`src/rtl/tdm_demux_rx.sv`:
```
// Four-slot TDM receiver: frame alignment tracker, slot demultiplexer and a
// single-entry valid/ready output register with overrun detection.
module tdm_demux_rx #(
  parameter int LOCK_FRAMES = 2
) (
  input  logic clk,
  input  logic rst,
  input  logic data_in,
  input  logic frame_sync,
  output logic Y0,
  output logic Y1,
  output logic Y2,
  output logic Y3,
  output logic out_valid,
  input  logic out_ready,
  output logic locked,
  output logic sync_err,
  output logic overrun
);

  typedef enum logic [1:0] {
    HUNT   = 2'd0,
    CHECK  = 2'd1,
    LOCKED = 2'd2
  } state_t;

  localparam logic [2:0] LOCK_N = 3'(LOCK_FRAMES);
  // With a single-frame lock requirement any accepted sync locks immediately.
  localparam state_t RELOCK_STATE = (LOCK_FRAMES == 1) ? LOCKED : CHECK;

  state_t      state_q;
  logic [1:0]  slot_q;
  logic [2:0]  sh_q;
  logic [2:0]  good_q;
  logic [3:0]  y_q;
  logic        valid_q;
  logic        err_q;
  logic        ovr_q;

  logic [1:0]  slot_d;
  logic [2:0]  good_inc_d;
  logic [3:0]  word_d;
  logic        offer_d;

  // frame_sync overrides the prediction: that cycle is slot 0.
  assign slot_d     = frame_sync ? 2'd0 : slot_q;
  assign good_inc_d = (good_q == 3'd7) ? 3'd7 : good_q + 3'd1;
  assign word_d     = {sh_q[0], sh_q[1], sh_q[2], data_in};
  assign offer_d    = (state_q == LOCKED) && (slot_d == 2'd3);

  genvar gi;
  generate
    for (gi = 0; gi < 3; gi++) begin : g_shift
      always_ff @(posedge clk) begin
        if (rst) begin
          sh_q[gi] <= 1'b0;
        end else if (slot_d == 2'(gi)) begin
          sh_q[gi] <= data_in;
        end
      end
    end
  endgenerate

  always_ff @(posedge clk) begin
    if (rst) begin
      state_q <= HUNT;
      slot_q  <= 2'd0;
      good_q  <= 3'd0;
      y_q     <= 4'd0;
      valid_q <= 1'b0;
      err_q   <= 1'b0;
      ovr_q   <= 1'b0;
    end else begin
      slot_q <= slot_d + 2'd1;
      err_q  <= 1'b0;
      ovr_q  <= 1'b0;

      case (state_q)
        HUNT: begin
          if (frame_sync) begin
            good_q  <= 3'd1;
            state_q <= RELOCK_STATE;
          end
        end
        CHECK, LOCKED: begin
          if (frame_sync && (slot_q == 2'd0)) begin
            good_q <= good_inc_d;
            if ((state_q == CHECK) && (good_inc_d >= LOCK_N)) begin
              state_q <= LOCKED;
            end
          end else if (frame_sync) begin
            err_q   <= 1'b1;
            good_q  <= 3'd1;
            state_q <= RELOCK_STATE;
          end else if (slot_q == 2'd0) begin
            err_q   <= 1'b1;
            good_q  <= 3'd0;
            state_q <= HUNT;
          end
        end
        default: begin
          state_q <= HUNT;
          good_q  <= 3'd0;
        end
      endcase

      // A word offered while the held word is stalled is lost, not queued.
      if (offer_d) begin
        if (!valid_q || out_ready) begin
          y_q     <= word_d;
          valid_q <= 1'b1;
        end else begin
          ovr_q <= 1'b1;
        end
      end else if (valid_q && out_ready) begin
        valid_q <= 1'b0;
      end
    end
  end

  assign Y0        = y_q[3];
  assign Y1        = y_q[2];
  assign Y2        = y_q[1];
  assign Y3        = y_q[0];
  assign out_valid = valid_q;
  assign locked    = (state_q == LOCKED);
  assign sync_err  = err_q;
  assign overrun   = ovr_q;

endmodule

```
`config.mk`:
```
export PLATFORM = sky130hd
export DESIGN_NAME = tdm_demux_rx
export DESIGN_NICKNAME = d
export VERILOG_FILES = /design/src/rtl/tdm_demux_rx.sv
export SDC_FILE = /design/constraint.sdc
export NUM_CORES = 1
export LEC_CHECK = 0
export BUFFER_PORTS_ARGS = -buffer_cell sky130_fd_sc_hd__clkbuf_2
export CORE_MARGIN = 10
export CORE_UTILIZATION = 51
export CTS_BUF_LIST = sky130_fd_sc_hd__clkbuf_4 sky130_fd_sc_hd__clkbuf_8
export CTS_CLUSTER_SIZE = 12
export DETAILED_ROUTE_END_ITERATION = 6
export PLACE_DENSITY = 0.76
export SLEW_MARGIN = 20
export SYNTH_ARGS = -nofsm -noshare
export SYNTH_HDL_FRONTEND = slang
export SYNTH_SLANG_ARGS = --single-unit
export TNS_END_PERCENT = 30
```
`constraint.sdc`:
```
create_clock -name clk -period 1.6 [get_ports clk]
set_clock_uncertainty 0.2 [all_clocks]
set_input_delay 0.08 -clock clk [delete_from_list [all_inputs] [get_ports clk]]
set_output_delay 0.08 -clock clk [all_outputs]
set_load 0.005 [all_outputs]
```
==> results by group <==
Layout
  – Fillers: 128
  – Area Overhead vs Synth: 32.92%
  – Layout Utilization: 0.7209
  – # nets final: 130
  – Multi-input logic area: 484.2 um^2
  – Ant diodes: 0
  – Cell Count, Final, Fillers Out: 131
  – Register Area: 344.1 um^2
  – Share of layout cells above drive strength 1: 0.3739

Drt
  – Post-route ant nets: 0
  – DR DRC count: 0
  – Vias after detailed routing: 666
  – 1st-pass router iterations: 3
  – Initial drt markers: 8
  – Vias/cell: 5.084
  – Routed WL: 1669 um
  – Drt wl/cell: 12.74 um

Worst setup path
  – Reg2Reg Setup Slack: -0.03 ns
  – WS Path Type: flip-flop to flip-flop
  – Worst r2r src: slot_q[0]
  – CP required: 1.58 ns
  – Critical path data arrival time: 1.62 ns
  – Worst Setup SP: slot_q[0]
  – Critical Path Fanout Max: 4
  – Setup crit end kind: flip-flop
  – Critical Path Start Type: flip-flop

Logic synthesis
  – Mapped cell area: 817.0 um^2
  – Top cells by area, synth: dfxtp_1, ha_1, mux2i_1
  – Number of flops mapped to enable cells by yosys: 0
  – Yosys cell types: 30
  – Synth warn: 0
  – Mapped Cells: 85
  – Async SR Flop Fraction: 0
  – Top-area cell type share of the netlist area: 0.4165
  – Primary FF master, synth: dfxtp_1
  – Yosys top cell by area: dfxtp_1
  – Mean area per synthesized cell: 9.612 um^2
  – Post-synthesis sequential area ratio: 0.4165
  – Syn nets: 99
  – #FFs+latches synth: 17

Placement
  – DP HPWL: 1237 um
  – Post-place setup slack: -0.03109 ns
  – Buffers on Ports: 12
  – Cells after DPL: 122
  – GPL Wtd Cong: 0.7911

GRT
  – GR Util met1: 0.1188
  – Grt met2 use: 0.1706
  – First-pass GRT wire length: 2946 um
  – Largest net degree at the start of global routing: 19
  – Grt ovf: 0
  – Vias in the first global route: 689
  – All-layer global routing usage: 0.1046
  – Met3 usage: 0.02754
  – Initial antenna violation count: 0
  – Most used routing layer: met2

Die
  – Die Y: 60.03 um
  – Row Count: 14
  – Die W: 60.03 um
  – Die ar.: 3603 um^2
  – Ports: 13
  – Core region area: 1506 um^2
  – Initial Util: 0.5424

Run
  – Max_cap viols: 0

Hold path
  – HP Class: input pin to flip-flop
  – Worst hold path startpoint: frame_sync

Clock network
  – Clock transition at the registers of the reported paths: 0.10 ns
  – Clock sinks: 17
  – Num CTS Buffers: 3
  – Clk_lat worst skew: 0.29 ns
  – Clock tree buffer depth: 2
  – TritonCTS clock tree: yes
  – H-tree Lvls: 1
  – Root buf cell: clkbuf_4

STA
  – Fin crit period: 1.635 ns
  – RSZ-0062 raised after global routing: true
  – Final Hold Slack: 0.02688 ns
  – Worst slew margin: 0.7736
  – Pins over their slew limit: 0
  – FMAX: 611.8 MHz
  – Slew @ Worst Pin: 0.3396 ns
  – Setup violations, final: 4
  – Post-route setup slack: -0.03461 ns
  – Tcrit/Tclk final: 1.022
  – Final Hold Vio Count: 0

Power and ir drop
  – P_leak: 0.4822 nW
  – Peak supply drop: 0.0006392 V
  – Pwr Density: 872.5 nW/um^2
  – Final Power: 0.9476 mW

Outcome
  – Status: finished with violations
  – Failing checks: setup timing
==> synth_stat cells (all sizes together), types with 2 or more instances <==
library cell / number
inv: 4
mux2i: 8
a21oi: 3
clkbuf: 2
nor2: 12
nor2b: 2
ha: 9
nand2b: 4
dfxtp: 17
o21ai: 5
nand2: 4
==> final timing paths <==
check / cells after the start / end
worst min-delay path: 4 / state_q[1]
worst max register to register: 8 / y_q[2]
worst min register to register: 2 / sh_q[0]
worst max-delay path: 8 / y_q[2]
==> placed cells by master, fill, tap and decap left out, drive strengths merged <==
master	count
a211oi	1
a21oi	3
a22oi	1
a31oi	1
buf	14
clkbuf	15
clkinv	1
dfxtp	17
dlygate4sd3	3
ha	9
inv	4
mux2i	8
nand2	4
nand2b	4
nand3	1
nand3b	1
nor2	12
nor2b	2
nor3	1
nor3b	1
nor4	1
o21a	1
o21ai	5
o21ba	1
o21bai	1
o31a	1
or2b	1
xnor2	1
==> metal layers <==
layer  vias to the layer above  part of all wire
met4                         0             0.025
li1                        353                 -
met2                        13              0.47
met3                         5             0.062
met5                         -                 0
met1                       295              0.44
==> worst max-delay path, stage by stage, from the launching register on <==
cell     delay [ns]
dfxtp_2        0.33
or2b_1         0.25
inv_2          0.09
ha_4           0.12
nand2_2        0.04
nor2b_1        0.10
buf_4          0.15
mux2i_1        0.18
nor2_1         0.06
==> layout make-up <==
cell class,instances,share of cell area
Timing Repair Buffer,29,0.1797
Clock buffer,3,0.02074
Tap cell,16,0.01843
Sequential cell,17,0.3168
Clock inverter,1,0.004608
Inverter,4,0.01382
Multi-Input combinational cell,61,0.4459
==> power by group <==
group / switching, mW / internal, mW
logic: 0.119 / 0.133
clock network: 0.137 / 0.0932
registers: 0.0158 / 0.450
total: 0.271 / 0.676
==> what timing repair did <==
action / CTS / global route
resized for setup: 2 / 4
endpoints found under the hold margin: 8 / 0
hold buffers: 3 / 0
pin swaps: 0 / 1
setup endpoints to repair: 7 / 8
setup buffers: 2 / 0
==> cell families after synthesis <==
logic type               share of synthesized area
buffers and inverters                      0.03520
XOR/XNOR                                   0.01072
adder cells (fa/ha/maj)                     0.1378
AND/OR/NAND/NOR                             0.1807
multiplexers                               0.09801
AO/OA/AOI/OAI                               0.1210
flip-flops                                  0.4165
==> metrics by stage <==
step	TNS (ns)	instance area, um^2
finish	-0.1129	1086
global route	-0.5408	1086
CTS	-0.1451	1076
detailed placement	-0.1197	989.7
global placement	0	989.7
floorplan	-0.2340	833.3
==> flip-flops by register name (all words and copies together) (netlist names) <==
register	flops
overrun	1
good_q	3
out_valid	1
sh_q	3
state_q	2
slot_q	2
sync_err	1
y_q	4
(Power assumes the default switching activity.)
